===== src/rtl/alu_pkg.sv =====
// Shared ALU definitions: opcode constants, operand width and the divider FSM state type.
package alu_pkg;

  localparam int DATA_W    = 32;
  localparam int DIV_CNT_W = $clog2(DATA_W + 1);

  localparam logic [3:0] ALU_ADD  = 4'b0000;
  localparam logic [3:0] ALU_SUB  = 4'b0001;
  localparam logic [3:0] ALU_AND  = 4'b0010;
  localparam logic [3:0] ALU_OR   = 4'b0011;
  localparam logic [3:0] ALU_XOR  = 4'b0100;
  localparam logic [3:0] ALU_SLT  = 4'b0101;
  localparam logic [3:0] ALU_SLL  = 4'b0110;
  localparam logic [3:0] ALU_SRL  = 4'b0111;
  localparam logic [3:0] ALU_MUL  = 4'b1000;
  localparam logic [3:0] ALU_DIV  = 4'b1001;
  localparam logic [3:0] ALU_DIVU = 4'b1010;

  typedef enum logic [1:0] {
    IDLE = 2'd0,
    LOAD = 2'd1,
    ITER = 2'd2,
    FIX  = 2'd3
  } div_state_t;

endpackage


===== src/rtl/div_step.sv =====
// One radix-2 restoring division step: shift {rem, quo} left, trial-subtract the
// divisor magnitude and keep the difference when it did not borrow.
module div_step
  import alu_pkg::*;
(
  input  logic [DATA_W-1:0] rem_i,
  input  logic [DATA_W-1:0] quo_i,
  input  logic [DATA_W-1:0] divisor_i,
  output logic [DATA_W-1:0] rem_next_o,
  output logic [DATA_W-1:0] quo_next_o
);

  logic [DATA_W:0]   rem_sh;
  logic [DATA_W+1:0] trial;
  logic              no_borrow;
  logic              unused_trial_bit;

  assign rem_sh = {rem_i, quo_i[DATA_W-1]};
  // Extra guard bit: the shifted remainder can exceed 2^DATA_W when the divisor MSB is set.
  assign trial     = {1'b0, rem_sh} - {2'b00, divisor_i};
  assign no_borrow = ~trial[DATA_W+1];

  assign rem_next_o = no_borrow ? trial[DATA_W-1:0] : rem_sh[DATA_W-1:0];
  assign quo_next_o = {quo_i[DATA_W-2:0], no_borrow};

  assign unused_trial_bit = trial[DATA_W];

endmodule


===== src/rtl/seq_divider.sv =====
// Multi-cycle restoring divider, one quotient bit per clock, result = {remainder, quotient}.
// Define SEQ_DIVIDER_SIGNED_EN to honour is_signed (DIV); otherwise every division is DIVU.
module seq_divider
  import alu_pkg::*;
(
  input  logic                clk,
  input  logic                rst,
  input  logic                start,
  input  logic                is_signed,
  input  logic [DATA_W-1:0]   dividend,
  input  logic [DATA_W-1:0]   divisor,
  output logic                busy,
  output logic                done,
  output logic [2*DATA_W-1:0] result,
  output logic                div_by_zero
);

  localparam logic [DIV_CNT_W-1:0] LAST_CNT = DIV_CNT_W'(DATA_W - 1);

  div_state_t            state_q, state_d;
  logic [DIV_CNT_W-1:0]  cnt_q;
  logic [DATA_W-1:0]     dvd_q, dvs_q, rem_q, quo_q;
  logic [DATA_W-1:0]     rem_step, quo_step;
  logic [DATA_W-1:0]     dvd_mag, dvs_mag, quo_fix, rem_fix;
  logic [2*DATA_W-1:0]   result_q;
  logic                  done_q, dbz_q;
  logic                  accept;

  // The done cycle still counts as the tail of the operation, so a start there is dropped.
  assign accept = (state_q == IDLE) && start && !done_q;

`ifdef SEQ_DIVIDER_SIGNED_EN
  logic sgn_q, q_neg_q, r_neg_q;

  assign dvd_mag = (sgn_q && dvd_q[DATA_W-1]) ? -dvd_q : dvd_q;
  assign dvs_mag = (sgn_q && dvs_q[DATA_W-1]) ? -dvs_q : dvs_q;
  assign quo_fix = q_neg_q ? -quo_q : quo_q;
  assign rem_fix = r_neg_q ? -rem_q : rem_q;

  always_ff @(posedge clk) begin
    if (rst) begin
      sgn_q   <= 1'b0;
      q_neg_q <= 1'b0;
      r_neg_q <= 1'b0;
    end else begin
      if (accept) begin
        sgn_q <= is_signed;
      end
      if (state_q == LOAD) begin
        q_neg_q <= sgn_q & (dvd_q[DATA_W-1] ^ dvs_q[DATA_W-1]);
        r_neg_q <= sgn_q & dvd_q[DATA_W-1];
      end
    end
  end
`else
  logic unused_is_signed;

  assign unused_is_signed = is_signed;
  assign dvd_mag          = dvd_q;
  assign dvs_mag          = dvs_q;
  assign quo_fix          = quo_q;
  assign rem_fix          = rem_q;
`endif

  div_step u_step (
    .rem_i      (rem_q),
    .quo_i      (quo_q),
    .divisor_i  (dvs_q),
    .rem_next_o (rem_step),
    .quo_next_o (quo_step)
  );

  always_ff @(posedge clk) begin
    if (rst) begin
      state_q <= IDLE;
    end else begin
      state_q <= state_d;
    end
  end

  always_comb begin
    state_d = state_q;
    case (state_q)
      IDLE:    if (accept) state_d = LOAD;
      LOAD:    state_d = ITER;
      ITER:    if (cnt_q == LAST_CNT) state_d = FIX;
      FIX:     state_d = IDLE;
      default: state_d = IDLE;
    endcase
  end

  always_ff @(posedge clk) begin
    if (rst) begin
      cnt_q    <= '0;
      dvd_q    <= '0;
      dvs_q    <= '0;
      rem_q    <= '0;
      quo_q    <= '0;
      result_q <= '0;
      done_q   <= 1'b0;
      dbz_q    <= 1'b0;
    end else begin
      done_q <= 1'b0;
      case (state_q)
        IDLE: begin
          if (accept) begin
            dvd_q <= dividend;
            dvs_q <= divisor;
          end
        end
        LOAD: begin
          // dvd_q keeps the original dividend for the divide-by-zero remainder.
          quo_q <= dvd_mag;
          dvs_q <= dvs_mag;
          rem_q <= '0;
          cnt_q <= '0;
        end
        ITER: begin
          rem_q <= rem_step;
          quo_q <= quo_step;
          cnt_q <= cnt_q + DIV_CNT_W'(1);
        end
        FIX: begin
          done_q <= 1'b1;
          if (dvs_q == '0) begin
            result_q <= {dvd_q, {DATA_W{1'b1}}};
            dbz_q    <= 1'b1;
          end else begin
            result_q <= {rem_fix, quo_fix};
            dbz_q    <= 1'b0;
          end
        end
        default: ;
      endcase
    end
  end

  assign busy        = (state_q != IDLE);
  assign done        = done_q;
  assign result      = result_q;
  assign div_by_zero = dbz_q;

endmodule


===== config.mk =====
export PLATFORM = sky130hd
export DESIGN_NAME = seq_divider
export DESIGN_NICKNAME = d
export VERILOG_FILES = /design/src/rtl/alu_pkg.sv /design/src/rtl/div_step.sv /design/src/rtl/seq_divider.sv
export SDC_FILE = /design/constraint.sdc
export NUM_CORES = 1
export LEC_CHECK = 0
export BUFFER_PORTS_ARGS = -buffer_cell sky130_fd_sc_hd__buf_4
export CORE_UTILIZATION = 35
export CTS_BUF_LIST = sky130_fd_sc_hd__clkbuf_4 sky130_fd_sc_hd__clkbuf_8 sky130_fd_sc_hd__clkbuf_16
export CTS_CLUSTER_DIAMETER = 200
export DETAILED_ROUTE_END_ITERATION = 6
export GPL_TIMING_DRIVEN = 0
export HOLD_SLACK_MARGIN = 0.03
export PLACE_DENSITY = 0.55
export SYNTH_ARGS = -nofsm -noshare
export SYNTH_HDL_FRONTEND = slang
export SYNTH_SLANG_ARGS = --single-unit

===== constraint.sdc =====
create_clock -name clk -period 3.6 [get_ports clk]
set_clock_uncertainty 0.1 [all_clocks]
set_input_delay 0.72 -clock clk [delete_from_list [all_inputs] [get_ports clk]]
set_output_delay 0.72 -clock clk [all_outputs]
set_load 0.01 [all_outputs]

==> flow_summary_export.csv <==
group,metric,value,unit
sta,worstMarginPinSlew,1.19,ns
job,drv_cap,0,
synthesis,async_flop_share,0,
clock_network,cts_setup_buffers,0,
sta,max_freq,0.311,GHz
routing,routedWlPerCell,16.5,um
sta,fin_crit_sh,0.894,
routing,drt_iter0_drc,366,
synthesis,netlist_instances,1195,
floorplanning,fp.dieW,169,um
synthesis,synth_edf_count,0,
floorplanning,initial_core_util,0.358,
placement,placed_area,0.0112,sq mm
routing,vias_per_cell,4.98,
placement,dp_slack,0.359,ns
sta,slew_viol_final,0,
clock_network,cts_sinks,202,
clock_network,cts_buffers,24,
setup_path,reg2reg_slack,0.38,ns
setup_path,cp-end-kind,"flip-flop",
finish,register_area,0.00404,sq mm
synthesis,synthFlopType,"dfxtp_1",
setup_path,arrival,3.51,ns
clock_network,clk_latency,0.52,ns
sta,timing.final.ws_setup,0.381,ns
finish,fin_nets,1459,
global_routing,grt_max_degree,13,
clock_network,clockBufferDepth,3,
clock_network,post_cts_resized,0,
global_routing,first_global_vias,8410,
finish,multi_input_area,0.00516,sq mm
routing,firstDrtPassIters,4,
clock_network,cts_tree,"done",
synthesis,synth_nets,1300,
finish,n_antenna_cell,0,
placement,port_buffers,133,
global_routing,grt_overflow,0,
sta,maxSlewHeadroom,0.206,
clock_network,cts.clk_slew.worst_paths,0.06,ns
floorplanning,io_pins,135,
finish,synthToLayoutAreaGrowth,23.5,%
routing,drc_errors,0,
global_routing,antenna_found_initial,0,
synthesis,synth_cell_types,63,
floorplanning,rows,60,
synthesis,ys_top_cells_by_count,"202 x dfxtp_1, 185 x nand2_1, 170 x nor2_1",
global_routing,grt_first_pass_wirelength,45800,um
routing,dr_total_vias,8686,
placement,hpwl,22400,um
setup_path,cp_max_fo,10,
finish,drive_gt1_frac,0.149,
synthesis,ys_seq_elements,202,
floorplanning,die-area,0.0284,sq mm
worst_hold_path,min_path_cells,3,
synthesis,yosys_warnings,0,
clock_network,ctsHoldBuffers,0,
routing,routed_wirelength,28800,um
power_and_ir_drop,p_leak,4.49,nW
setup_path,critPathKind,"flip-flop to flip-flop",
synthesis,yosys.area.top_type,"dfxtp_1",
setup_path,worstRegToRegCells,13,
setup_path,critPathLaunchType,"flip-flop",
synthesis,synth_area_per_cell,8.13,sq um
clock_network,h-tree-depth,1,
global_routing,grt_usage,0.202,
finish,nFillCells,2773,
sta,setup_viol,0,
sta,rsz0062_at_grt,"no",
worst_hold_path,hold_class,"input port to flip-flop",
finish,final_cells,1744,
synthesis,synth_area_leaders,"dfxtp_1 42%, a211oi_1 7.5%, nand2_1 7.1%",
finish,finish.utilization,0.443,
finish,design_area,0.0120,sq mm
setup_path,cp.required,3.89,ns
floorplanning,core-area,0.0271,sq mm
synthesis,synth.cell_area,0.00971,sq mm
run_status,status,"complete, no violations",
routing,final_antenna_net_count,0,
power_and_ir_drop,ir_drop,331,uV
floorplanning,die_y,169,um
sta,finalHoldViolations,0,
sta,fin_crit,3.22,ns
sta,finalSetupTns,0,ns
placement,place_inst,1700,
synthesis,ys_seq_area_frac,0.416,
clock_network,clockRootBuffer,"clkbuf_16",
placement,gp_congestion,0.878,
power_and_ir_drop,power_density,689,mW/mm^2
synthesis,synth_most_common_cell,"dfxtp_1",
synthesis,synth_top_area_frac,0.416,
## per-layer routing
layer | vias up | global-route usage | share of wire
li1 | 4480 | - | -
met1 | 3999 | 0.280 | 0.49
met2 | 175 | 0.330 | 0.45
met3 | 32 | 0.0304 | 0.040
met4 | 0 | 0.0486 | 0.019
met5 | - | 0 | 0
## layout make-up
cell class                      count  area share
Clock inverter                      8     0.00866
Inverter                           46      0.0144
Clock buffer                       36      0.0597
Multi-Input combinational cell    863       0.430
Sequential cell                   202       0.337
Buffer                             84      0.0284
Timing Repair Buffer              133      0.0832
Tap cell                          372      0.0388
## layout by cell type (no fill, tap or decap), types with 6 or more instances in the layout
| cell type | instances |
|---|---|
| clkbuf_16 | 24 |
| mux2i_1 | 67 |
| xor2_1 | 15 |
| nor3_1 | 8 |
| o21ai_1 | 24 |
| o21ai_0 | 15 |
| nor2_1 | 170 |
| ha_1 | 36 |
| nand2b_1 | 7 |
| a211oi_1 | 97 |
| o31ai_1 | 8 |
| a21o_1 | 9 |
| nor4_1 | 8 |
| inv_1 | 46 |
| a32oi_1 | 8 |
| nand4_1 | 6 |
| xnor2_1 | 12 |
| a21oi_1 | 121 |
| nand2_1 | 185 |
| dfxtp_1 | 202 |
| clkbuf_1 | 71 |
| buf_2 | 8 |
| clkbuf_4 | 8 |
| buf_4 | 135 |
## logic make-up (layout without fill, tap and decap cells)
kind of cell	count (synthesis)	in the layout	synth area share
xor+xnor	27	27	0.0243
simple gates	413	413	0.176
flops	202	202	0.416
buf+inv	130	307	0.0528
compound gates	319	319	0.213
mux	67	67	0.0690
fa+ha+maj	37	37	0.0484
## through the flow
stage,total power [W],hold slack [ns]
2_1_floorplan,0.00491,0.348
3_3_place_gp,0.00579,0.360
3_5_place_dp,0.00583,0.363
4_1_cts,0.00832,0.320
5_1_grt,0.00878,0.333
6_report,0.00826,0.345
## final timing paths
check	from	to
worst min-delay path	divisor[22]	dvs_mag[22]
worst min register to register	dvs_mag[25]	dvs_mag[25]
worst max register to register	dvs_mag[2]	rem_fix[10]
worst max-delay path	dvs_mag[2]	rem_fix[10]
## sequential cells by signal, indices dropped and copies added (netlist names)
name         flops
result          64
rem_fix         32
cnt_q            6
dvd_mag         32
done             1
dvs_mag         32
div_by_zero      1
quo_fix         32
state_q          2
## worst max-delay path: stages, from the launching register on
cell      delay, ns
dfxtp_1        0.41
inv_1          0.07
ha_1           0.33
a21oi_1        0.14
o21ai_1        0.19
a211oi_2       0.34
o31ai_4        0.12
a211oi_2       0.38
o31a_1         0.27
buf_4          0.21
buf_2          0.25
nor2_1         0.07
a21oi_1        0.13
o21ai_1        0.07
## power breakdown
| part | internal, W | switching (W) | leakage, nW |
|---|---|---|---|
| clock | 0.00152 | 0.000964 | 0.412 |
| combinational | 0.00112 | 0.00176 | 2.43 |
| sequential | 0.00259 | 0.000298 | 1.64 |
| total | 0.00524 | 0.00302 | 4.49 |
(Power assumes the default switching activity.)
